===== config.mk =====
export PLATFORM = sky130hd
export DESIGN_NAME = downsample_frame_arbiter
export DESIGN_NICKNAME = d
export VERILOG_FILES = /design/src/rtl/downsample_frame_arbiter.sv
export SDC_FILE = /design/constraint.sdc
export NUM_CORES = 1
export LEC_CHECK = 0
export CAP_MARGIN = 20
export CORE_ASPECT_RATIO = 2
export CORE_UTILIZATION = 38
export DETAILED_ROUTE_END_ITERATION = 10
export PLACE_DENSITY = 0.79
export SYNTH_ARGS = -nofsm -noshare
export SYNTH_HDL_FRONTEND = slang
export SYNTH_SLANG_ARGS = --single-unit
export TNS_END_PERCENT = 30

===== constraint.sdc =====
create_clock -name CLK -period 2.3 [get_ports CLK]
set_clock_uncertainty 0.15 [all_clocks]
set_input_delay 0.345 -clock CLK [delete_from_list [all_inputs] [get_ports CLK]]
set_output_delay 0.345 -clock CLK [all_outputs]
set_load 0.02 [all_outputs]

===== src/rtl/downsample_frame_arbiter.sv =====
// Frame-granular round-robin arbiter that shares one downsample core between two pixel streams.
// A grant is locked for a whole FRAME_W x FRAME_H frame, and the first beat of each frame is tagged.
module downsample_frame_arbiter #(
  parameter int unsigned DATA_W  = 16,
  parameter int unsigned FRAME_W = 32,
  parameter int unsigned FRAME_H = 32
) (
  input  logic              CLK,
  input  logic              RESETN,
  input  logic              in0_valid,
  input  logic [DATA_W-1:0] in0_data,
  output logic              in0_ready,
  input  logic              in1_valid,
  input  logic [DATA_W-1:0] in1_data,
  output logic              in1_ready,
  output logic              core_valid,
  output logic [DATA_W-1:0] core_data,
  input  logic              core_ready,
  output logic              core_sof,
  output logic              grant,
  output logic              busy,
  output logic              frame_done,
  output logic              frame_done_id
);

  localparam int unsigned XW = (FRAME_W > 1) ? $clog2(FRAME_W) : 1;
  localparam int unsigned YW = (FRAME_H > 1) ? $clog2(FRAME_H) : 1;
  localparam logic [XW-1:0] XLast = XW'(FRAME_W - 1);
  localparam logic [YW-1:0] YLast = YW'(FRAME_H - 1);

  typedef enum logic [0:0] {StIdle, StLocked} state_e;

  state_e          state_q, state_d;
  logic [XW-1:0]   x_q, x_d;
  logic [YW-1:0]   y_q, y_d;
  logic            grant_q, grant_d;
  logic            prio_q, prio_d;
  logic            frame_done_q, frame_done_d;
  logic            frame_done_id_q, frame_done_id_d;
  logic            prio_valid, other_valid, xfer;

  // Zero-latency pass-through of the granted stream; nothing passes while idle.
  always_comb begin
    core_valid = 1'b0;
    core_data  = grant_q ? in1_data : in0_data;
    in0_ready  = 1'b0;
    in1_ready  = 1'b0;
    core_sof   = 1'b0;
    if (state_q == StLocked) begin
      core_valid = grant_q ? in1_valid : in0_valid;
      in0_ready  = ~grant_q & core_ready;
      in1_ready  = grant_q & core_ready;
      core_sof   = core_valid && (x_q == '0) && (y_q == '0);
    end
  end

  assign xfer          = (state_q == StLocked) && core_valid && core_ready;
  assign prio_valid    = prio_q ? in1_valid : in0_valid;
  assign other_valid   = prio_q ? in0_valid : in1_valid;
  assign busy          = (state_q == StLocked);
  assign grant         = grant_q;
  assign frame_done    = frame_done_q;
  assign frame_done_id = frame_done_id_q;

  always_comb begin
    state_d         = state_q;
    x_d             = x_q;
    y_d             = y_q;
    grant_d         = grant_q;
    prio_d          = prio_q;
    frame_done_d    = 1'b0;
    frame_done_id_d = frame_done_id_q;
    unique case (state_q)
      StIdle: begin
        x_d = '0;
        y_d = '0;
        if (prio_valid) begin
          grant_d = prio_q;
          state_d = StLocked;
        end else if (other_valid) begin
          grant_d = ~prio_q;
          state_d = StLocked;
        end
      end
      StLocked: begin
        if (xfer) begin
          if (x_q == XLast) begin
            x_d = '0;
            if (y_q == YLast) begin
              y_d             = '0;
              state_d         = StIdle;
              prio_d          = ~grant_q;
              frame_done_d    = 1'b1;
              frame_done_id_d = grant_q;
            end else begin
              y_d = y_q + 1'b1;
            end
          end else begin
            x_d = x_q + 1'b1;
          end
        end
      end
      default: state_d = StIdle;
    endcase
  end

  always_ff @(posedge CLK or negedge RESETN) begin
    if (!RESETN) begin
      state_q         <= StIdle;
      x_q             <= '0;
      y_q             <= '0;
      grant_q         <= 1'b0;
      prio_q          <= 1'b0;
      frame_done_q    <= 1'b0;
      frame_done_id_q <= 1'b0;
    end else begin
      state_q         <= state_d;
      x_q             <= x_d;
      y_q             <= y_d;
      grant_q         <= grant_d;
      prio_q          <= prio_d;
      frame_done_q    <= frame_done_d;
      frame_done_id_q <= frame_done_id_d;
    end
  end

endmodule


; Word level (Yosys, flattened, before mapping)
; Index checks and enable logic that the tools add are counted.
[word_totals]
regBits = 15
elab_cells = 55
[classes]
n_addsub = 2
n_eq_ne = 4
n_mux = 27
n_bitwise = 5
reduce_logical = 10
[op_table]
columns = cell, n
row1 = $mux 5, 5
row2 = $pmux 5 s2, 2
row3 = $mux 1, 18
row4 = $mux 16, 1
row5 = $add 5x1->5 const B, 2
row6 = $eq 5x5->1 const B, 2
row7 = $logic_not 5->1, 2
row8 = $logic_and 1x1->1, 4
row9 = $ne 2x1->1 const B, 2
row10 = $reduce_and 2->1, 2
row11 = $reduce_and 4->1, 1
row12 = $not 1->1, 3
row13 = $and 1x1->1, 2
row14 = $pmux 1 s2, 1
row15 = $reduce_bool 2->1, 1

; Depth between registers and ports, before layout
; Gate-level depths: netlist of the first run.
[logic_depth]
word_depth = 6
ltp_mapped = 6
mapped_depth_nobuf = 6

; Worst setup path before layout of the first run
; No wires, ideal clock.
[synth_path]
kind = register to output
start = register grant_q, in the netlist grant
end = output core_sof
arrival_time_ps = 1609
t_required_ps = 1805
setup_slack_ps = 196
path_stages_with_launch = 6
path_buffers = 2
path_cell_list = dfrtp_1 -> buf_4 -> mux2i_2 -> buf_2 -> nor2_1 -> and3_1
[synth_between]
elab_chain_cells = 4
[synth_rtl]
columns = element, line
row1 = from (decl), 36  ; logic grant_q, grant_d;
row2 = from (signal assigned), 120  ; grant_q <= grant_d;
row3 = $mux 1, 50  ; core_valid = grant_q ? in1_valid : in0_valid;
row4 = $logic_and 1x1->1 (2 in a row), 53  ; core_sof = core_valid && (x_q == '0) && (y_q == '0);
row5 = $mux 1, 49  ; if (state_q == StLocked) begin
row6 = to (decl), 19  ; output logic core_sof,
; No other way between the ends.

; Worst setup path in the final report of the first run
[layout_path]
start = register grant_q, in the netlist grant
end = output core_data[7]
[layout_between]
elab_chain_cells = 1
[layout_rtl]
columns = element, line
row1 = $mux 16, 45  ; core_data = grant_q ? in1_data : in0_data;
row2 = to (decl), 17  ; output logic [DATA_W-1:0] core_data,
; No other way between the ends.

==> flow_summary.html, run 1 <==
<table>
<tr><th>Metric</th><th>Value</th></tr>
<tr><th colspan="2">Power and ir drop</th></tr>
<tr><td>Leakage component of the power</td><td>0.903 nW</td></tr>
<tr><td>Clock network fraction of design power</td><td>0.242</td></tr>
<tr><td>Pwr dens</td><td>490 nW/um^2</td></tr>
<tr><td>Worst voltage drop across the vdd grid</td><td>0.000324 V</td></tr>
<tr><td>Switch Pwr</td><td>0.296 mW</td></tr>
<tr><td>Gate power share</td><td>0.376</td></tr>
<tr><td>Sequential cell fraction of total power</td><td>0.382</td></tr>
<tr><td>P_int</td><td>0.615 mW</td></tr>
<tr><td>Switching Fraction</td><td>0.325</td></tr>
<tr><th colspan="2">Min path</th></tr>
<tr><td>Hold_sp</td><td>frame_done_id</td></tr>
<tr><td>Hold path endpoint</td><td>frame_done_id</td></tr>
<tr><td>Number of instances on the worst hold path</td><td>1</td></tr>
<tr><td>Classification of the worst-slack hold path</td><td>reg -&gt; reg</td></tr>
<tr><th colspan="2">STA</th></tr>
<tr><td>Worst slew slack as a fraction of its limit</td><td>0.517</td></tr>
<tr><td>Worst hold slack after final layout</td><td>0.344 ns</td></tr>
<tr><td>Setup repair after global routing missed its margin</td><td>no</td></tr>
<tr><td>Maximum achievable frequency</td><td>440 MHz</td></tr>
<tr><td>Max-slew violation total from the final report</td><td>0</td></tr>
<tr><td>Final Hold Viols</td><td>0</td></tr>
<tr><td>Transition time at the pin with the least slew margin</td><td>0.722 ns</td></tr>
<tr><td>Min Tclk post-route</td><td>2.27 ns</td></tr>
<tr><td>Period utilisation layout</td><td>0.988</td></tr>
<tr><td>Setup violations, final</td><td>0</td></tr>
<tr><th colspan="2">Setup path</th></tr>
<tr><td>Setup slack of the worst register-to-register path</td><td>0.17 ns</td></tr>
<tr><td>Worst path top cell family by delay</td><td>buffers and inverters</td></tr>
<tr><td>Peak per-stage delay on the critical path</td><td>0.53 ns</td></tr>
<tr><td>Count of cells along the worst register-to-register path</td><td>6</td></tr>
<tr><td>Worst R2R Start</td><td>x_q[0]</td></tr>
<tr><td>Required time worst endpoint</td><td>1.80 ns</td></tr>
<tr><td>Number of buffer and inverter instances along the worst setup path</td><td>2</td></tr>
<tr><td>Capture point of the worst reg-to-reg path</td><td>y_q[3]</td></tr>
<tr><td>Cell count along the critical path</td><td>3</td></tr>
<tr><td>Classification of the worst setup path</td><td>reg -&gt; out</td></tr>
<tr><td>Crit path capture type</td><td>output pin</td></tr>
<tr><td>Crit Path Max Fanout</td><td>16</td></tr>
<tr><td>Cell with the largest stage delay on the worst path</td><td>sky130_fd_sc_hd__clkdlybuf4s50_1</td></tr>
<tr><td>Kind of launch point of the worst setup path</td><td>flop</td></tr>
<tr><td>Worst endpoint data arrival time</td><td>1.78 ns</td></tr>
<tr><td>Crit-path cells</td><td>buf_6 -&gt; mux2_2 -&gt; clkdlybuf4s50_1</td></tr>
<tr><th colspan="2">Logic synthesis</th></tr>
<tr><td>Yosys warning count</td><td>0</td></tr>
<tr><td>Area share of the largest cell type after synthesis</td><td>0.344</td></tr>
<tr><td>Cell taking the most area after synthesis</td><td>sky130_fd_sc_hd__dfrtp_1</td></tr>
<tr><td>Sequential fraction of the synthesis area</td><td>0.344</td></tr>
<tr><td>Library cells used by synthesis</td><td>34</td></tr>
<tr><td>Register bit total from synthesis</td><td>15</td></tr>
<tr><td>Post-synth EDFFs</td><td>0</td></tr>
<tr><td>Share of flip-flops with an asynchronous set or reset after synthesis</td><td>1.00</td></tr>
<tr><td>Ys flop type</td><td>sky130_fd_sc_hd__dfrtp_1</td></tr>
<tr><td>Post-Syn Instances</td><td>112</td></tr>
<tr><td>Leading cell types by total area after synthesis</td><td>sky130_fd_sc_hd__dfrtp_1 34%, sky130_fd_sc_hd__mux2_2 18%, sky130_fd_sc_hd__ha_1 9.2%</td></tr>
<tr><td>Net count after synthesis</td><td>157</td></tr>
<tr><td>Post-Syn Area per Cell</td><td>9.74 um^2</td></tr>
<tr><td>Synthesized cell area</td><td>1090 um^2</td></tr>
<tr><th colspan="2">Clock network</th></tr>
<tr><td>CTS buffer count</td><td>3</td></tr>
<tr><td>Clock tree from TritonCTS</td><td>yes</td></tr>
<tr><td>Clock slew at the register clock pins of the worst setup and hold paths</td><td>0.06 ns</td></tr>
<tr><td>Clock sink count</td><td>15</td></tr>
<tr><td>Number of gates given a new drive strength after cts</td><td>4</td></tr>
<tr><td>Clock network latency to the later pin of the worst-skew pair</td><td>0.25 ns</td></tr>
<tr><td>Quantity of hold-fixing buffers added after cts</td><td>0</td></tr>
<tr><td>Root Buffer</td><td>sky130_fd_sc_hd__clkbuf_8</td></tr>
<tr><td>Level count of the clock H-tree</td><td>1</td></tr>
<tr><td>Setup Buffers After CTS</td><td>0</td></tr>
<tr><td>Clock buffer depth</td><td>2</td></tr>
<tr><th colspan="2">Routing</th></tr>
<tr><td>Number of search-and-repair iterations in the first detailed-routing pass</td><td>4</td></tr>
<tr><td>Routed via count divided by cell count</td><td>5.71</td></tr>
<tr><td>Antenna-violating nets left</td><td>0</td></tr>
<tr><td>Total wirelength of the detailed-routed design</td><td>3640 um</td></tr>
<tr><td>Total number of vias</td><td>1199</td></tr>
<tr><td>Post-DR wirelength/cell</td><td>17.3 um</td></tr>
<tr><td>DRC marker count from the first detailed-route iteration</td><td>35</td></tr>
<tr><td>Total DRC errors in the routed layout</td><td>0</td></tr>
<tr><th colspan="2">Floorplanning</th></tr>
<tr><td>Placeable core region</td><td>2740 um^2</td></tr>
<tr><td>Effective utilization at floorplan</td><td>0.399</td></tr>
<tr><td>Die X</td><td>39.9 um</td></tr>
<tr><td>Cell row count</td><td>27</td></tr>
<tr><td>I/O Pins</td><td>61</td></tr>
<tr><td>Area of the die</td><td>3100 um^2</td></tr>
<tr><td>Height of the chip</td><td>77.8 um</td></tr>
<tr><th colspan="2">Global route</th></tr>
<tr><td>Number of antenna violations at the first check in global routing</td><td>0</td></tr>
<tr><td>Via count of the first global-routing pass</td><td>1230</td></tr>
<tr><td>Global-route track usage on met1</td><td>0.230</td></tr>
<tr><td>Overall overflow remaining after global route</td><td>0</td></tr>
<tr><td>Peak-usage layer in the global routing report</td><td>met2</td></tr>
<tr><td>Global-route wire length before repair</td><td>5650 um</td></tr>
<tr><td>Met2 usage</td><td>0.519</td></tr>
<tr><td>GRT met3 Usage</td><td>0.0457</td></tr>
<tr><td>Overall fraction of global-route tracks in use</td><td>0.266</td></tr>
<tr><td>Maximum number of pins on one net before global-route repair</td><td>17</td></tr>
<tr><th colspan="2">Cells and area</th></tr>
<tr><td>Most frequent standard cell in the layout excluding fill and tap cells</td><td>sky130_fd_sc_hd__clkdlybuf4s50_1</td></tr>
<tr><td># nets final</td><td>227</td></tr>
<tr><td>Area of all placed cells without fillers</td><td>1860 um^2</td></tr>
<tr><td>Syn-to-layout area delta</td><td>70.3%</td></tr>
<tr><td>Highest-count cells in the layout ignoring fill and taps</td><td>46 x sky130_fd_sc_hd__clkdlybuf4s50_1, 17 x sky130_fd_sc_hd__mux2_2, 15 x sky130_fd_sc_hd__dfrtp_1</td></tr>
<tr><td>Proportion of layout cells with a drive suffix above 1</td><td>0.199</td></tr>
<tr><td>Number of diodes</td><td>0</td></tr>
<tr><th colspan="2">Status</th></tr>
<tr><td>Run status</td><td>completed</td></tr>
<tr><th colspan="2">Flow run</th></tr>
<tr><td>Number of violations of the max-capacitance limit</td><td>0</td></tr>
<tr><th colspan="2">Place</th></tr>
<tr><td>Routability Congestion</td><td>0.827</td></tr>
<tr><td>Cell area after placement</td><td>1780 um^2</td></tr>
<tr><td>Estimated wirelength of the detail-placed design</td><td>2930 um</td></tr>
<tr><td>Buffers on Ports</td><td>60</td></tr>
</table>
layout make-up:
| type | instances | area [um^2] |
|---|---|---|
| Fill cell | 218 | 878 |
| Timing Repair Buffer | 71 | 711 |
| Multi-Input combinational cell | 84 | 663 |
| Sequential cell | 15 | 375 |
| Clock buffer | 3 | 41.3 |
| Tap cell | 29 | 36.3 |
| Inverter | 7 | 26.3 |
| Clock inverter | 1 | 5.00 |
registers in the layout, summed over array words and instances, names as in the netlist:
name           flops
x_q                5
y_q                5
busy               1
frame_done         1
frame_done_id      1
grant              1
prio_q             1
how the worst max path moves through the flow:
stage              start            end  slack (ns)
3_5_place_dp   in0_valid       core_sof       -0.03
5_1_grt            grant   core_data[7]       0.002
6_report           grant   core_data[7]        0.03
2_1_floorplan      grant       core_sof        0.20
3_3_place_gp   in0_valid       core_sof       0.006
4_1_cts            grant  core_data[10]        0.01
cell families after synthesis:
| family | share of synthesized area |
|---|---|
| AOI/OAI and AO/OA | 0.126 |
| adders and majority gates | 0.0917 |
| buffers and inverters | 0.0505 |
| DFF | 0.344 |
| muxes | 0.208 |
| and+or+nand+nor | 0.180 |
synth_stat cells (2+ instances only):
cell and n:
sky130_fd_sc_hd__a31oi_1 3, sky130_fd_sc_hd__clkbuf_1 3, sky130_fd_sc_hd__ha_1 8, sky130_fd_sc_hd__nor2_1 6, sky130_fd_sc_hd__inv_1 7, sky130_fd_sc_hd__a21oi_1 7, sky130_fd_sc_hd__mux2_2 17, sky130_fd_sc_hd__or4b_1 2
sky130_fd_sc_hd__nand3b_1 2, sky130_fd_sc_hd__nand2_1 5, sky130_fd_sc_hd__nand3_1 6, sky130_fd_sc_hd__dfrtp_1 15, sky130_fd_sc_hd__buf_2 2, sky130_fd_sc_hd__and3_1 4, sky130_fd_sc_hd__o21ai_0 6
power by group through the flow:
stage | Clock, mW | Sequential (mW) | Combinational [mW]
6_report | 0.221 | 0.348 | 0.342
5_1_grt | 0.241 | 0.354 | 0.376
4_1_cts | 0.223 | 0.346 | 0.347
3_5_place_dp | 0 | 0.351 | 0.345
3_3_place_gp | 0 | 0.347 | 0.332
2_1_floorplan | 0 | 0.340 | 0.180
per-stage QoR:
step                std cells  setup slack [ns]  total power [mW]  setup TNS (ns)   util
finish                    210            0.0277             0.910               0  0.679
global route              210           0.00195             0.972               0  0.679
CTS                       210            0.0109             0.916               0  0.668
detailed placement        206           -0.0290             0.696         -0.0290  0.651
global placement          206           0.00641             0.679               0  0.651
floorplan                 112             0.196             0.520               0      -
routing by layer:
layer,up-vias,share of wire
met5,-,0
met4,0,0.024
met3,8,0.060
met2,66,0.62
met1,576,0.29
li1,549,-
worst reg2reg max path, cell delays in order, from the launching register on:
cell and delay, ns:
sky130_fd_sc_hd__dfrtp_1 0.40, sky130_fd_sc_hd__ha_1 0.20, sky130_fd_sc_hd__and3_1 0.18, sky130_fd_sc_hd__ha_2 0.26, sky130_fd_sc_hd__nand2_1 0.15, sky130_fd_sc_hd__or3_1 0.38
sky130_fd_sc_hd__o41ai_2 0.30
No activity file was read; power rests on OpenSTA's default activity.
==> run 2: changes to the inputs <==
Settings changed: PLACE_DENSITY 0.79 to 0.78.
==> run 2 against run 1 <==
Clock power is essentially flat. Highest routed layer unchanged. Via count shrank 1.3%. Critical path depth is the same. Wire length shrank 4.6%. Largest cell class unchanged. Cell count shrank 0.48%. Flip-flop and latch count is the same. Sequential share of layout area grew 0.082 points. Clock-buffer cell count grew 1. First-iteration DRC count shrank 5.7%. Global-route usage shrank 2.7 points.
==> flow_summary.html, run 2 (synthesis results as in run 1) <==
<table>
<tr><th>Metric</th><th>Value</th></tr>
<tr><th colspan="2">STA</th></tr>
<tr><td>Worst slew slack as a fraction of its limit</td><td>0.540 (+0.0228)</td></tr>
<tr><td>Setup violations, final</td><td>0 (unchanged)</td></tr>
<tr><td>Final Hold Viols</td><td>0 (unchanged)</td></tr>
<tr><td>Transition time at the pin with the least slew margin</td><td>0.688 ns (-0.0341 ns)</td></tr>
<tr><td>Max-slew violation total from the final report</td><td>0 (unchanged)</td></tr>
<tr><td>Setup TNS</td><td>0 ns (unchanged)</td></tr>
<tr><td>Setup repair after global routing missed its margin</td><td>no</td></tr>
<tr><td>Maximum achievable frequency</td><td>451 MHz (+2.5%)</td></tr>
<tr><td>Period utilisation layout</td><td>0.964 (-0.0244)</td></tr>
<tr><td>Min Tclk post-route</td><td>2.22 ns (-0.0561 ns)</td></tr>
<tr><td>Worst hold slack after final layout</td><td>0.357 ns (+0.0132 ns)</td></tr>
<tr><th colspan="2">Power and ir drop</th></tr>
<tr><td>Pwr dens</td><td>490 nW/um^2 (about the same)</td></tr>
<tr><td>Sequential cell fraction of total power</td><td>0.387 (+0.005)</td></tr>
<tr><td>Switching Fraction</td><td>0.320 (-0.00448)</td></tr>
<tr><td>Clock network fraction of design power</td><td>0.243 (about the same)</td></tr>
<tr><td>Leakage component of the power</td><td>0.912 nW (+1.0%)</td></tr>
<tr><td>Gate power share</td><td>0.371 (-0.005)</td></tr>
<tr><td>Worst voltage drop across the vdd grid</td><td>0.000246 V (-24%)</td></tr>
<tr><td>P_int</td><td>0.616 mW (+0.21%)</td></tr>
<tr><td>Switch Pwr</td><td>0.290 mW (-1.8%)</td></tr>
<tr><th colspan="2">Routing</th></tr>
<tr><td>Antenna-violating nets left</td><td>0 (unchanged)</td></tr>
<tr><td>DRC marker count from the first detailed-route iteration</td><td>33 (-5.7%)</td></tr>
<tr><td>Total wirelength of the detailed-routed design</td><td>3480 um (-4.6%)</td></tr>
<tr><td>Number of search-and-repair iterations in the first detailed-routing pass</td><td>4 (unchanged)</td></tr>
<tr><td>Total number of vias</td><td>1184 (-1.3%)</td></tr>
<tr><td>Total DRC errors in the routed layout</td><td>0 (unchanged)</td></tr>
<tr><td>Routed via count divided by cell count</td><td>5.67 (-0.78%)</td></tr>
<tr><td>Post-DR wirelength/cell</td><td>16.6 um (-4.1%)</td></tr>
<tr><th colspan="2">Global route</th></tr>
<tr><td>Maximum number of pins on one net before global-route repair</td><td>16 (-1)</td></tr>
<tr><td>Global-route wire length before repair</td><td>5180 um (-8.4%)</td></tr>
<tr><td>Overall overflow remaining after global route</td><td>0 (unchanged)</td></tr>
<tr><td>Via count of the first global-routing pass</td><td>1230 (unchanged)</td></tr>
<tr><td>Number of antenna violations at the first check in global routing</td><td>0 (unchanged)</td></tr>
<tr><td>Overall fraction of global-route tracks in use</td><td>0.239 (-0.0267)</td></tr>
<tr><th colspan="2">Place</th></tr>
<tr><td>Routability Congestion</td><td>0.857 (+3.7%)</td></tr>
<tr><td>Buffers on Ports</td><td>60 (unchanged)</td></tr>
<tr><td>Number of placed cells counting well taps</td><td>205 (-0.49%)</td></tr>
<tr><td>Cell area after placement</td><td>1770 um^2 (-0.42%)</td></tr>
<tr><td>Estimated wirelength of the detail-placed design</td><td>2800 um (-4.2%)</td></tr>
<tr><th colspan="2">Cells and area</th></tr>
<tr><td>Most frequent standard cell in the layout excluding fill and tap cells</td><td>sky130_fd_sc_hd__clkdlybuf4s50_1</td></tr>
<tr><td>Highest-count cells in the layout ignoring fill and taps</td><td>45 x sky130_fd_sc_hd__clkdlybuf4s50_1, 17 x sky130_fd_sc_hd__mux2_2, 15 x sky130_fd_sc_hd__dfrtp_1</td></tr>
<tr><td>Number of diodes</td><td>0 (unchanged)</td></tr>
<tr><td>Syn-to-layout area delta</td><td>69.6%</td></tr>
<tr><td>Proportion of layout cells with a drive suffix above 1</td><td>0.194 (-0.00445)</td></tr>
<tr><td>Fill count</td><td>218 (unchanged)</td></tr>
<tr><td>Area of all placed cells without fillers</td><td>1850 um^2 (-0.40%)</td></tr>
<tr><td># nets final</td><td>226 (-0.44%)</td></tr>
<tr><td>Regs by FF count</td><td>x_q (5), y_q (5)</td></tr>
<tr><td>Final Instance Count excl. Fillers</td><td>209 (-0.48%)</td></tr>
<tr><th colspan="2">Clock network</th></tr>
<tr><td>Level count of the clock H-tree</td><td>1 (unchanged)</td></tr>
<tr><td>Root Buffer</td><td>sky130_fd_sc_hd__clkbuf_8</td></tr>
<tr><td>Clock buffer depth</td><td>2 (unchanged)</td></tr>
<tr><td>Clock network latency to the later pin of the worst-skew pair</td><td>0.25 ns (about the same)</td></tr>
<tr><td>Clock sink count</td><td>15 (unchanged)</td></tr>
<tr><td>Quantity of hold-fixing buffers added after cts</td><td>0 (unchanged)</td></tr>
<tr><td>CTS buffer count</td><td>3 (unchanged)</td></tr>
<tr><td>Clock tree from TritonCTS</td><td>yes</td></tr>
<tr><td>Setup Buffers After CTS</td><td>0 (unchanged)</td></tr>
<tr><td>Clock slew at the register clock pins of the worst setup and hold paths</td><td>0.06 ns (about the same)</td></tr>
<tr><th colspan="2">Setup path</th></tr>
<tr><td>Required time worst endpoint</td><td>1.80 ns (about the same)</td></tr>
<tr><td>Setup slack of the worst register-to-register path</td><td>0.12 ns (-0.05 ns)</td></tr>
<tr><td>Worst endpoint data arrival time</td><td>1.72 ns (-0.06 ns)</td></tr>
<tr><td>Kind of launch point of the worst setup path</td><td>flop</td></tr>
<tr><td>Worst R2R Start</td><td>x_q[0]</td></tr>
<tr><td>Crit path capture type</td><td>output pin</td></tr>
<tr><td>Crit Path Max Fanout</td><td>5 (-11)</td></tr>
<tr><td>Classification of the worst setup path</td><td>reg -&gt; out</td></tr>
<tr><td>Count of cells along the worst register-to-register path</td><td>6 (unchanged)</td></tr>
<tr><td>Capture point of the worst reg-to-reg path</td><td>y_q[3]</td></tr>
<tr><th colspan="2">Floorplanning</th></tr>
<tr><td>Area of the die</td><td>3100 um^2 (unchanged)</td></tr>
<tr><td>I/O Pins</td><td>61 (unchanged)</td></tr>
<tr><td>Placeable core region</td><td>2740 um^2 (unchanged)</td></tr>
<tr><td>Die X</td><td>39.9 um (unchanged)</td></tr>
<tr><td>Height of the chip</td><td>77.8 um (unchanged)</td></tr>
<tr><td>Effective utilization at floorplan</td><td>0.399 (unchanged)</td></tr>
<tr><td>Cell row count</td><td>27 (unchanged)</td></tr>
<tr><th colspan="2">Flow run</th></tr>
<tr><td>Number of violations of the max-capacitance limit</td><td>0 (unchanged)</td></tr>
<tr><th colspan="2">Status</th></tr>
<tr><td>Run status</td><td>completed</td></tr>
<tr><th colspan="2">Min path</th></tr>
<tr><td>Classification of the worst-slack hold path</td><td>in -&gt; async</td></tr>
</table>
[run 2: metal layers]
layer | wire length, um | vias to the layer above | global-route usage
met1 | 1100 | 565 | 0.209
met5 | 0 | - | 0
li1 | - | 549 | -
met4 | 64 | 0 | 0.0862
met2 | 2110 | 62 | 0.471
met3 | 202 | 8 | 0.0343
[run 2: final cells by class]
cell class / count / area [um^2] / share of cell area
repair buffers: 70 / 704 / 0.381
multi-input cells: 84 / 663 / 0.358
flip-flops and latches: 15 / 375 / 0.203
clock buffers: 4 / 45.0 / 0.0243
well taps: 29 / 36.3 / 0.0196
inverters: 7 / 26.3 / 0.0142
[run 2: critical path: stages (launching register included)]
cell                              delay (ns)
sky130_fd_sc_hd__dfrtp_1                0.41
sky130_fd_sc_hd__buf_4                  0.16
sky130_fd_sc_hd__mux2_2                 0.36
sky130_fd_sc_hd__clkdlybuf4s50_1        0.54
[run 2: worst max-delay path by stage]
stage | start | end | slack, ns | depth (start not counted)
CTS | grant | core_data[4] | 0.01 | 3
detailed placement | in1_valid | core_sof | -0.11 | 5
global route | grant | core_data[1] | 0.02 | 3
global placement | in1_valid | core_sof | -0.06 | 5
floorplan | grant | core_sof | 0.20 | 5
finish | grant | core_data[1] | 0.08 | 3
[run 2: through the flow]
step	utilization	worst slack (ns)	total power, mW
2_1_floorplan	-	0.196	0.520
3_3_place_gp	0.648	-0.0638	0.682
3_5_place_dp	0.648	-0.112	0.695
4_1_cts	0.663	0.0116	0.915
5_1_grt	0.676	0.0201	0.957
6_report	0.676	0.0838	0.906
[run 2: power by group through the flow]
stage | registers, mW | clock network, mW | logic (mW)
2_1_floorplan | 0.340 | 0 | 0.180
3_3_place_gp | 0.350 | 0 | 0.333
3_5_place_dp | 0.353 | 0 | 0.342
4_1_cts | 0.348 | 0.223 | 0.344
5_1_grt | 0.356 | 0.237 | 0.363
6_report | 0.351 | 0.220 | 0.336
[run 2: repair_timing]
| action | 4_1_cts | 5_1_grt |
|---|---|---|
| hold endpoints to repair | 0 | 0 |
| endpoints found under the setup margin | 2 | 14 |
| resized for setup | 2 | 14 |
==> variant, RTL diff (config.mk and constraints of run 2) <==
Take the reset off `x_q` and load it in a clocked block of its own.
--- a/src/rtl/downsample_frame_arbiter.sv
+++ b/src/rtl/downsample_frame_arbiter.sv
@@ -107,7 +107,6 @@
   always_ff @(posedge CLK or negedge RESETN) begin
     if (!RESETN) begin
       state_q         <= StIdle;
-      x_q             <= '0;
       y_q             <= '0;
       grant_q         <= 1'b0;
       prio_q          <= 1'b0;
@@ -115,7 +114,6 @@
       frame_done_id_q <= 1'b0;
     end else begin
       state_q         <= state_d;
-      x_q             <= x_d;
       y_q             <= y_d;
       grant_q         <= grant_d;
       prio_q          <= prio_d;
@@ -124,5 +122,9 @@
     end
   end
 
+  always_ff @(posedge CLK) begin
+    x_q <= x_d;
+  end
+
 endmodule
 
Formal check against the unedited RTL: no difference found for any inputs over 10 cycles, from zero or initial values and one cycle with RESETN low; that may be too few to reach the edited logic, so the function may still have changed.
==> variant against run 2 <==
Hold slack lost 0.088 ns; total power is 8.4% lower; critical path depth is the same; maximum frequency fell by 0.57%; sequential cell count unchanged; sequential share of layout area rose by 2.2 points; area after synthesis is 2.5% lower; wire length down 22%; setup slack worse by 0.013 ns; non-clock buffer count fell by 4; die area down 2.4%; cell area down 3.4%; largest power group unchanged.
==> variant: results (changes against run 2) <==
pre-CTS setup slack -> 0.03331 ns (+0.1456 ns)
Finished Layout Cells -> 195 (-6.7%)
number of flops mapped to enable cells by yosys -> 5 (+5)
async set or reset register ratio after synthesis -> 66.67% (-33 points)
routed wl met2 -> 1.460 mm (-31%)
drt first-iter violations -> 16 (-52%)
Post-Place Cells -> 191 (-6.8%)
commonest cells in the synthesized netlist -> mux2_2 (16), inv_1 (11), dfrtp_1 (10)
Tightest Pin Transition -> 0.6628 ns (-0.02528 ns)
Pleak -> 0.8212 nW (-10%)
Netlist cell types -> 31 (-8.8%)
first-pass GRT wire length -> 4.485 mm (-13%)
drt first pass iters -> 6 (+2)
WL met1 -> 911 um (-17%)
Placer Congestion -> 0.7667 (-11%)
detailed placement HPWL -> 2.260 mm (-19%)
Critical Path Fanout Max -> 13 (+8)
vias in the first global route -> 1114 (-9.4%)
peak supply drop -> 0.0003218 V (+31%)
largest net degree at the start of global routing -> 14 (-2)
outcome -> finished, final reports clean
register area share after synthesis -> 37.65% (+3.2 points)
Final nets -> 212 (-6.2%)
syn_area_per_cell -> 10.53 sq um (+8.1%)
synth top area cells -> dfrtp_1 (24%), mux2_2 (17%), edfxtp_1 (14%)
layout cells sized above 1 -> 20.36% (+0.91 points)
routed via count -> 1038 (-12%)
routed length per instance -> 13.91 um (-16%)
gr usage total -> 20.87% (-3.1 points)
met3 wire len -> 284 um (+41%)
-- variant: changes by cell type after synthesis, moves of 2 or more --
| cell | change |
|---|---|
| a21oi_1 | -6 |
| edfxtp_1 | +5 |
| o21ai_0 | -5 |
| mux2_4 | +2 |
| nand3b_1 | -2 |
| nor2_1 | +3 |
| dfrtp_1 | -5 |
| or4b_1 | -2 |
| nor3_1 | +2 |
| clkbuf_1 | -3 |
| inv_1 | +4 |
-- variant: report_power, final --
group | switching [mW] | internal (mW)
Clock | 0.0876 | 0.123
Sequential | 0.0324 | 0.304
Combinational | 0.120 | 0.164
Total | 0.240 | 0.590
-- variant: logic make-up after synthesis --
group | share of synthesized area, %
AND/OR/NAND/NOR | 15.18
multiplexers | 22.00
flip-flops | 37.65
buffers and inverters | 6.352
AO/OA/AOI/OAI | 8.941
adder cells (fa/ha/maj) | 8.235
XOR/XNOR | 1.647
-- variant: final timing paths --
kind / depth (start not counted) / startpoint / endpoint / slack (ns)
worst max-delay path: 3 / grant / core_data[0] / 0.07
worst min-delay path: 1 / RESETN / y_q[2] / 0.27
worst max register to register: 6 / x_q[0] / frame_done_id / 0.31
worst min register to register: 1 / frame_done_id / frame_done_id / 0.37
max in group asynchronous: 1 / RESETN / grant / 1.38
min in group CLK: 1 / frame_done_id / frame_done_id / 0.37
-- variant: layer usage --
metal,up-vias,track usage [%]
met5,-,0
met4,0,10.34
met3,5,4.335
met2,70,37.21
met1,473,20.34
li1,490,-
-- variant: metrics by stage --
| stage | cell area [sq um] | total power, mW |
|---|---|---|
| after detailed placement | 1730 | 0.6248 |
| after CTS | 1775 | 0.8420 |
| final | 1788 | 0.8303 |
| after global routing | 1788 | 0.8796 |
| after global placement | 1730 | 0.6159 |
| after floorplan | 1064 | 0.4723 |
-- variant: what timing repair did --
action	in CTS	in global routing
endpoints found under the hold margin	0	0
endpoints found under the setup margin	8	5
resized for setup	2	5
-- variant: worst max-delay path: cells and delay by family (launching register included) --
kind     cells  cell delay (ns)
buf+inv      2             0.71
flops        1             0.44
mux          1             0.34
-- variant: layout make-up --
cell class	instances	area (sq um)
Timing Repair Buffer	66	669.4
Fill cell	202	814.5
Tap cell	28	35.03
Multi-Input combinational cell	71	595.6
Inverter	11	41.29
Sequential cell	15	401.6
Clock buffer	4	45.04
